$ cat src/rtl/count_sched_pkg.sv
// Shared types and helpers for the time-shared interval counter.
package count_sched_pkg;

  localparam int DEF_NUM_REQ = 4;
  localparam int DEF_WIDTH   = 4;

  // Widest requester vector the one-hot helper supports.
  localparam int MAX_REQ     = 8;

  // state  | meaning
  // IDLE   | counter free, arbitrating among pending requests
  // RUN    | counter owned by one requester, counting up from 0
  // DONE   | one-cycle completion pulse to the owner, pointer rotated
  typedef enum logic [1:0] {
    S_IDLE = 2'd0,
    S_RUN  = 2'd1,
    S_DONE = 2'd2
  } state_t;

  // Requester index wrapped into 0..n-1.
  function automatic int wrap_index(input int idx, input int n);
    return idx % n;
  endfunction

  // One-hot vector for a requester index.
  function automatic logic [MAX_REQ-1:0] onehot(input int idx);
    return MAX_REQ'(1) << idx;
  endfunction

endpackage

$ cat src/rtl/count_sched_rr_arbiter.sv
// Combinational round-robin pick: first set request at or above the pointer,
// wrapping around. The caller registers the result.
module rr_arbiter
  import count_sched_pkg::*;
#(
  parameter int NUM_REQ = DEF_NUM_REQ,
  parameter int IW      = (NUM_REQ > 1) ? $clog2(NUM_REQ) : 1
) (
  input  logic [NUM_REQ-1:0] i_req,
  input  logic [IW-1:0]      i_ptr,
  output logic [NUM_REQ-1:0] o_gnt,
  output logic [IW-1:0]      o_idx,
  output logic               o_valid
);

  // Scan upward from the pointer; the first hit wins.
  always_comb begin
    o_gnt   = '0;
    o_idx   = '0;
    o_valid = 1'b0;
    for (int k = 0; k < NUM_REQ; k++) begin
      if (!o_valid && i_req[wrap_index(int'(i_ptr) + k, NUM_REQ)]) begin
        o_valid = 1'b1;
        o_idx   = IW'(wrap_index(int'(i_ptr) + k, NUM_REQ));
        o_gnt[wrap_index(int'(i_ptr) + k, NUM_REQ)] = 1'b1;
      end
    end
  end

endmodule

$ cat src/rtl/count_sched.sv
// Shares one up-counter among several timing clients. The owner's interval
// length is captured at grant time; a zero length means a full wrap.
module count_sched
  import count_sched_pkg::*;
#(
  parameter int NUM_REQ = DEF_NUM_REQ,
  parameter int WIDTH   = DEF_WIDTH
) (
  input  logic                     clock,
  input  logic                     reset,
  input  logic [NUM_REQ-1:0]       req,
  input  logic [NUM_REQ*WIDTH-1:0] len,
  input  logic                     abort,
  output logic [NUM_REQ-1:0]       grant,
  output logic                     busy,
  output logic [WIDTH-1:0]         count,
  output logic [NUM_REQ-1:0]       done,
  output logic                     aborted
);

  localparam int IW = (NUM_REQ > 1) ? $clog2(NUM_REQ) : 1;

  state_t               r_state;
  logic [IW-1:0]        r_ptr;
  logic [IW-1:0]        r_idx;
  logic [WIDTH-1:0]     r_len;
  logic [NUM_REQ-1:0]   r_grant;
  logic                 r_busy;
  logic [WIDTH-1:0]     r_count;
  logic [NUM_REQ-1:0]   r_done;
  logic                 r_aborted;

  state_t               w_state_nxt;
  logic [IW-1:0]        w_ptr_nxt;
  logic [IW-1:0]        w_idx_nxt;
  logic [WIDTH-1:0]     w_len_nxt;
  logic [NUM_REQ-1:0]   w_grant_nxt;
  logic                 w_busy_nxt;
  logic [WIDTH-1:0]     w_count_nxt;
  logic [NUM_REQ-1:0]   w_done_nxt;
  logic                 w_aborted_nxt;

  logic [NUM_REQ-1:0]   w_arb_gnt;
  logic [IW-1:0]        w_arb_idx;
  logic                 w_arb_valid;
  logic                 w_terminal;

  rr_arbiter #(
    .NUM_REQ (NUM_REQ),
    .IW      (IW)
  ) u_arb (
    .i_req   (req),
    .i_ptr   (r_ptr),
    .o_gnt   (w_arb_gnt),
    .o_idx   (w_arb_idx),
    .o_valid (w_arb_valid)
  );

  // L-1 wraps to all-ones for L=0, giving the full 2^WIDTH interval.
  assign w_terminal = (r_count == (r_len - WIDTH'(1)));

  // Next state and next registered outputs.
  always_comb begin
    w_state_nxt   = r_state;
    w_ptr_nxt     = r_ptr;
    w_idx_nxt     = r_idx;
    w_len_nxt     = r_len;
    w_grant_nxt   = r_grant;
    w_busy_nxt    = r_busy;
    w_count_nxt   = r_count;
    w_done_nxt    = '0;
    w_aborted_nxt = 1'b0;
    unique case (r_state)
      S_IDLE: begin
        if (w_arb_valid) begin
          w_state_nxt = S_RUN;
          w_grant_nxt = w_arb_gnt;
          w_busy_nxt  = 1'b1;
          w_count_nxt = '0;
          w_idx_nxt   = w_arb_idx;
          w_len_nxt   = len[int'(w_arb_idx)*WIDTH +: WIDTH];
        end
      end
      S_RUN: begin
        // Terminal count takes precedence over abort or a dropped request.
        if (w_terminal || abort || !req[r_idx]) begin
          w_state_nxt   = S_DONE;
          w_grant_nxt   = '0;
          w_busy_nxt    = 1'b0;
          w_count_nxt   = '0;
          w_done_nxt    = r_grant;
          w_aborted_nxt = !w_terminal;
          w_ptr_nxt     = IW'(wrap_index(int'(r_idx) + 1, NUM_REQ));
        end else begin
          w_count_nxt = r_count + WIDTH'(1);
        end
      end
      S_DONE: begin
        w_state_nxt = S_IDLE;
      end
      default: begin
        w_state_nxt = S_IDLE;
        w_grant_nxt = '0;
        w_busy_nxt  = 1'b0;
        w_count_nxt = '0;
      end
    endcase
  end

  // State and output registers with synchronous reset.
  always_ff @(posedge clock) begin
    if (reset) begin
      r_state   <= S_IDLE;
      r_ptr     <= '0;
      r_idx     <= '0;
      r_len     <= '0;
      r_grant   <= '0;
      r_busy    <= 1'b0;
      r_count   <= '0;
      r_done    <= '0;
      r_aborted <= 1'b0;
    end else begin
      r_state   <= w_state_nxt;
      r_ptr     <= w_ptr_nxt;
      r_idx     <= w_idx_nxt;
      r_len     <= w_len_nxt;
      r_grant   <= w_grant_nxt;
      r_busy    <= w_busy_nxt;
      r_count   <= w_count_nxt;
      r_done    <= w_done_nxt;
      r_aborted <= w_aborted_nxt;
    end
  end

  assign grant   = r_grant;
  assign busy    = r_busy;
  assign count   = r_count;
  assign done    = r_done;
  assign aborted = r_aborted;

endmodule

$ cat config.mk
export PLATFORM = sky130hd
export DESIGN_NAME = count_sched
export DESIGN_NICKNAME = d
export VERILOG_FILES = /design/src/rtl/count_sched_pkg.sv /design/src/rtl/count_sched_rr_arbiter.sv /design/src/rtl/count_sched.sv
export SDC_FILE = /design/constraint.sdc
export NUM_CORES = 1
export LEC_CHECK = 0
export ABC_AREA = 1
export BUFFER_PORTS_ARGS = -buffer_cell sky130_fd_sc_hd__clkbuf_2
export CELL_PAD_IN_SITES_DETAIL_PLACEMENT = 1
export CELL_PAD_IN_SITES_GLOBAL_PLACEMENT = 1
export CORE_AREA = 3 3 71 73
export DETAILED_ROUTE_END_ITERATION = 10
export DIE_AREA = 0 0 74 76
export PLACE_DENSITY_LB_ADDON = 0.12
export SLEW_MARGIN = 40
export SYNTH_ARGS = -nofsm -noshare
export SYNTH_HDL_FRONTEND = slang
export SYNTH_HIERARCHICAL = 1
export SYNTH_SLANG_ARGS = --single-unit
$ cat constraint.sdc
create_clock -name clock -period 2.8 [get_ports clock]
set_input_delay 0.28 -clock clock [delete_from_list [all_inputs] [get_ports clock]]
set_output_delay 0.28 -clock clock [all_outputs]
set_load 0.02 [all_outputs]
==> results of run 1 <==
[layout make-up]
class                      count  area, µm²
clock buffer                   3       41.3
clock inverter                 1       30.0
inverter                      38        145
timing repair buffer          41        218
fill                         602       2460
tap                           52       65.1
multi-input combinational    175        975
sequential                    24        480
[state kept, by name, indices dropped and copies added (netlist names)]
signal	flops
count	4
r_idx	2
aborted	1
r_state	2
r_ptr	2
busy	1
done	4
r_len	4
grant	4
[where the power goes]
group / internal (mW) / switching, mW / total (mW)
Combinational: 0.479 / 0.911 / 1.39
Sequential: 0.443 / 0.0746 / 0.518
Clock: 0.191 / 0.121 / 0.312
Total: 1.11 / 1.11 / 2.22
[per-layer routing]
| layer | global-route usage [%] | routed length (µm) |
|---|---|---|
| met4 | 5.25 | 57 |
| met3 | 2.37 | 137 |
| met1 | 22.0 | 1980 |
| met2 | 23.5 | 1930 |
| met5 | 0 | 0 |
[worst paths after layout]
check        cells after the start  startpoint    endpoint
max                             13    r_ptr[0]    r_len[0]
min                              4       abort  r_state[0]
max reg2reg                     13    r_ptr[0]    r_len[0]
min reg2reg                      2        busy        busy
[worst min-delay path: stages]
cell,delay [ps]
clkbuf_2,100
a21oi_4,50
nand3_2,110
nand2_1,50
[per-stage QoR]
| stage | total power [mW] | utilization (%) | area (µm²) | cells | hold slack, ps |
|---|---|---|---|---|---|
| finish | 2.22 | 44.3 | 1950 | 334 | 353 |
| global route | 2.46 | 44.3 | 1950 | 334 | 368 |
| CTS | 2.25 | 44.3 | 1950 | 334 | 350 |
| detailed placement | 1.93 | 42.7 | 1880 | 330 | 432 |
| global placement | 1.90 | 42.7 | 1880 | 330 | 428 |
| floorplan | 1.58 | - | 1620 | 241 | 436 |
[cells by family after synthesis]
group | share of synthesized area [%]
compound gates | 13.9
xor+xnor | 3.78
fa+ha+maj | 5.39
buf+inv | 10.4
flops | 29.6
simple gates | 36.9
[synth_stat cells]
library cell / instances / share of area (%)
a21boi_0: 4 / 1.8
a21oi_1: 15 / 4.6
a21oi_4: 1 / 1.0
buf_2: 1 / 0.31
buf_6: 1 / 0.69
clkbuf_1: 2 / 0.46
dfxtp_1: 24 / 30
ha_1: 7 / 5.4
inv_1: 30 / 6.9
inv_2: 7 / 1.6
inv_4: 1 / 0.39
nand2_1: 53 / 12
nand2_2: 10 / 3.9
nand2_4: 2 / 1.4
nand3_1: 18 / 5.5
nand3_2: 2 / 1.2
nand3_4: 1 / 1.1
nand4_1: 8 / 3.1
nor2_1: 23 / 5.3
nor2_2: 5 / 1.9
nor2_4: 1 / 0.69
o21ai_0: 10 / 3.1
o21ai_1: 1 / 0.31
o21ai_2: 1 / 0.54
o22ai_1: 1 / 0.39
o32ai_1: 4 / 2.2
or2_4: 1 / 0.54
xnor2_1: 2 / 1.1
xor2_1: 5 / 2.7
==> metrics.yaml, run 1 <==
numCtsBuffers: 3
p_leak_nw: 1.01
cts_tree: "built"
cpMaxStageDelayCell: "nor2_1"
fp.dieH_um: 76
post_cts_buffers: 0
vias: 1617
required_ps: 3020
max_cap_viol_count: 0
grt_pass1_vias: 1580
end_kind: "flip-flop"
ctsResizeCount: 0
grt_first_pass_wirelength_um: 7150
htreeDepth: 1
status: "completed"
finalClockSkew_ps: 6.77
drt_wl_total_um: 4110
num_rows: 24
drt-vias-per-instance: 4.84
detail-route-antenna-nets: 0
track_usage_pct: 15.5
drt_first_pass_iters: 4
tns_ps: 0
max_slew.worst_pin.slew_ps: 448
pin_count: 37
clk_root_buffer_cell: "clkbuf_8"
critPathBufInv: 4
core_um2: 4410
antenna_found_initial: 0
fin_crit_sh_pct: 86.7
synth_seq_cells: 24
mostFrequentLayoutCells: "nand2_1 (53), clkbuf_2 (36), inv_1 (30), dfxtp_1 (24), nor2_1 (23)"
drtIter0Drc: 44
synth_nets: 271
synth_cell_type_count: 29
min_path_type: "in -> reg"
area_delta_synth_final_pct: 20.3
crit_path_cell_trace: "inv_2, ha_1, inv_1, nand3_1, nand2_1, nor2_1, a21oi_1, nand3_1, buf_4, nor2_1, o32ai_1, o21ai_0, inv_1"
syn_inst: 241
clk_latency_ps: 280
grt_setup_unrepaired: "no"
ys_warn_count: 6
cp.arrival_ps: 2650
worstSetupPathType: "reg -> reg"
wire_per_inst_um: 12.3
diodes: 0
path_delay_family: "simple AND/OR/NAND/NOR gates"
clock.fmax_ghz: 0.412
reg2reg_slack_ps: 370
die_w_um: 74
seq_area_frac_synth_pct: 29.6
drc_errors: 0
grt_max_degree: 15
final.setup.worst_slack_ps: 374
netlist_area_um2: 1620
fin_crit_ps: 2430
port_buffers: 36
synth_area_per_cell_um2: 6.74
cts_hold_buf: 0
slew_headroom_pct: 69.9
place_hpwl_um: 3290
hold_violations: 0
dp_slack_ps: 369
clockBufferDepth: 2
p_per_area_nw_per_um2: 1140
setup_violations: 0
finish.net_count: 313
clkSinkCount: 24
slew_viol_final: 0
slowest_delay_ps: 370
final_common_cell: "nand2_1"
initial_core_util_pct: 36.8
dieArea_um2: 5620
clk_pin_slew_worst_paths_ps: 90
critPathLaunchType: "flip-flop"
gp_congestion: 0.788
drive_above_1_share_pct: 27.3
gr-total-overflow: 0
ir_drop_mv: 0.376
crit_path_max_fanout: 6
Power figures use the tool's default switching activity.
==> run 2, diff against run 1 <==
--- a/config.mk
+++ b/config.mk
@@ -9,12 +9,11 @@
 export BUFFER_PORTS_ARGS = -buffer_cell sky130_fd_sc_hd__clkbuf_2
 export CELL_PAD_IN_SITES_DETAIL_PLACEMENT = 1
 export CELL_PAD_IN_SITES_GLOBAL_PLACEMENT = 1
-export CORE_AREA = 3 3 71 73
+export CORE_AREA = 3 3 72 74
 export DETAILED_ROUTE_END_ITERATION = 10
-export DIE_AREA = 0 0 74 76
+export DIE_AREA = 0 0 75 77
 export PLACE_DENSITY_LB_ADDON = 0.12
 export SLEW_MARGIN = 40
 export SYNTH_ARGS = -nofsm -noshare
 export SYNTH_HDL_FRONTEND = slang
-export SYNTH_HIERARCHICAL = 1
 export SYNTH_SLANG_ARGS = --single-unit
==> metrics.yaml, run 2 <==
slowest_delay_ps: 530  # +160 ps
yosysTopAreaCell: "dfxtp_1"
clkSinkCount: 24  # unchanged
place_area_um2: 2000  # +6.4%
final.setup.worst_slack_ps: 491  # +117 ps
reg2reg_slack_ps: 490  # +120 ps
p_leak_nw: 1.06  # +5.4%
post_cts_buffers: 0  # unchanged
finish.net_count: 322  # +2.9%
fin_crit_ps: 2310  # -117 ps
grt_max_degree: 14  # -1
initial_core_util_pct: 37.8  # +1.0 points
cts_hold_buf: 0  # unchanged
core_um2: 4660  # +5.6%
crit_path_max_fanout: 10  # +4
fill_cells: 628  # +4.3%
hold_violations: 0  # unchanged
max_slew.worst_pin.slew_ps: 341  # -107 ps
required_ps: 2970  # -50 ps
drive_above_1_share_pct: 29.8  # +2.5 points
clock.fmax_ghz: 0.433  # +5.1%
fin_crit_sh_pct: 82.5  # -4.2 points
dpl.cell_count: 339  # +2.7%
synth_area_per_cell_um2: 7.05  # +4.6%
synth_flop_cell: "dfxtp_1"
tns_ps: 0  # unchanged
detail-route-antenna-nets: 0  # unchanged
dieArea_um2: 5780  # +2.7%
mostFrequentLayoutCells: "nand2_1 (47), inv_1 (43), clkbuf_2 (36), nand3_1 (28), dfxtp_1 (24)"
dp_slack_ps: 476  # +107 ps
grt_pass1_vias: 1721  # +8.9%
track_usage_pct: 17.5  # +2.0 points
slew_headroom_pct: 77.2  # +7.3 points
num_rows: 25  # +4.2%
synthTopCellsByArea: "dfxtp_1 (27%), nand2_1 (10%), inv_1 (9.2%)"
r2r_end: "r_idx[0]"
cp.arrival_ps: 2480  # -170 ps
clk_latency_ps: 270  # about the same
cpMaxStageDelayCell: "dfxtp_1"
r2r_start: "r_ptr[1]"
end_kind: "flip-flop"
reg2reg_depth: 14  # +1
ctsResizeCount: 0  # unchanged
vias: 1683  # +4.1%
synth_seq_cells: 24  # unchanged
crit_path_cell_trace: "inv_2, ha_1, inv_1, nand3_2, nand2_4, inv_2, nor2_8, nand4_2, nand2_2, inv_2, nand2_4, inv_2, o21ai_1, nor2_1"
max_cap_viol_count: 0  # unchanged
cpMostUsedCell: "inv_2"
drc_errors: 0  # unchanged
drtIter0Drc: 43  # -2.3%
synth_cell_type_count: 30  # +3.4%
netlist_area_um2: 1760  # +8.6%
setup_violations: 0  # unchanged
htreeDepth: 1  # unchanged
instances_no_fill: 343  # +2.7%
clk_pin_slew_worst_paths_ps: 80  # about the same
pin_count: 37  # unchanged
status: "completed"
ys_async_sr_fraction_pct: 0  # unchanged
min_path_type: "in -> reg"
gr-total-overflow: 0  # unchanged
synth_edf_count: 0  # unchanged
p_per_area_nw_per_um2: 1050  # -7.4%
clockBufferDepth: 2  # unchanged
synth_nets: 282  # +4.1%
final_common_cell: "nand2_1"
ir_drop_mv: 0.470  # +25%
ys_warn_count: 0  # -6
p_int_mw: 1.03  # -7.8%
clk_root_buffer_cell: "clkbuf_8"
finalClockSkew_ps: 2.24  # -4.53 ps
place_hpwl_um: 3700  # +12%
drt_wl_total_um: 4490  # +9.5%
yosys.area.top_type_share_pct: 27.3  # -2.3 points
drt_first_pass_iters: 4  # unchanged
fin_area_um2: 2060  # +5.3%
seqPwrFrac_pct: 23.6  # +0.3 points
port_buffers: 36  # unchanged
synth_common_cells: "nand2_1 (47), inv_1 (43), nand3_1 (28)"
fp.dieH_um: 77  # +1.3%
antenna_found_initial: 0  # unchanged
numCtsBuffers: 3  # unchanged
combPwrFrac_pct: 65.6  # +3.0 points
area_delta_synth_final_pct: 16.7
drt-vias-per-instance: 4.91  # +1.4%
power.switching_mw: 1.14  # +2.8%
critPathLaunchType: "flip-flop"
min_from: "reset"
slew_viol_final: 0  # unchanged
syn_inst: 250  # +3.7%
wire_per_inst_um: 13.1  # +6.6%
gp_congestion: 0.821  # +4.2%
seq_area_frac_synth_pct: 27.3  # -2.3 points
p_sw_share_pct: 52.6  # +2.7 points
grt_setup_unrepaired: "no"
diodes: 0  # unchanged
die_w_um: 75  # +1.4%
min_path_cells: 2  # -2
worstSetupPathType: "reg -> reg"
yosysMostFrequentCell: "nand2_1"
grt_first_pass_wirelength_um: 7980  # +12%
p_clk_share_pct: 10.8  # -3.3 points
cts_tree: "built"
hold_end: "count[3]"
## run 2: cell count changes after synthesis, sizes merged, moves of 3 or more
cell	change
nand3b	+4
inv	+13
nor2	-15
o32ai	-4
nand3	+13
a21boi	-4
a22oi	+3
o21ai	-4
## run 2: worst max path at each step
stage               startpoint        to  slack (ps)
floorplan             r_ptr[0]  r_idx[0]         760
global placement      r_ptr[1]  grant[3]         550
detailed placement    r_ptr[1]  grant[3]         480
CTS                   r_ptr[1]  grant[3]         460
global route          r_ptr[1]  grant[3]         240
finish                r_ptr[1]  r_idx[0]         490
## run 2: cell type report
type / count / area, µm² / area share [%]
Timing Repair Buffer: 37 / 188 / 9.12
Tap cell: 54 / 67.6 / 3.28
Sequential cell: 24 / 480 / 23.3
Multi-Input combinational cell: 173 / 1070 / 51.9
Clock buffer: 4 / 55.1 / 2.67
Inverter: 51 / 199 / 9.67
## run 2: worst max-delay path, delay by kind of cell, from the launching register on
family	cells	cell delay, ps
simple gates	7	740
flops	1	530
buf+inv	5	440
fa+ha+maj	1	370
compound gates	1	120
## run 2: kinds of logic (layout without fill, tap and decap cells)
group | count (synthesis) | in the layout | share of synthesized area [%]
xor gates and xnor gates | 6 | 6 | 2.98
DFF | 24 | 24 | 27.3
and+or+nand+nor | 125 | 125 | 39.5
buffers and inverters | 53 | 92 | 12.1
adders and majority gates | 9 | 9 | 6.39
AOI/OAI and AO/OA | 33 | 33 | 11.8
## run 2: per-layer routing
metal  vias to the layer above  part of all wire [%]  global-route usage [%]
li1                        879                     -                       -
met1                       772                    48                    23.2
met2                        27                    48                    29.4
met3                         5                   2.8                    2.88
met4                         0                  0.71                    3.20
met5                         -                     0                       0
## run 2: power by group through the flow
stage | sequential, mW | combinational [mW] | clock, mW
after floorplan | 0.549 | 1.08 | 0
after global placement | 0.517 | 1.41 | 0
after detailed placement | 0.520 | 1.44 | 0
after CTS | 0.512 | 1.44 | 0.244
after global routing | 0.525 | 1.61 | 0.260
final | 0.511 | 1.42 | 0.233
## run 2: through the flow
stage | hold slack [ps] | utilization [%] | power (mW)
2_1_floorplan | 375 | - | 1.63
3_3_place_gp | 470 | 43.0 | 1.93
3_5_place_dp | 473 | 43.0 | 1.96
4_1_cts | 368 | 44.2 | 2.20
5_1_grt | 395 | 44.2 | 2.39
6_report | 381 | 44.2 | 2.16
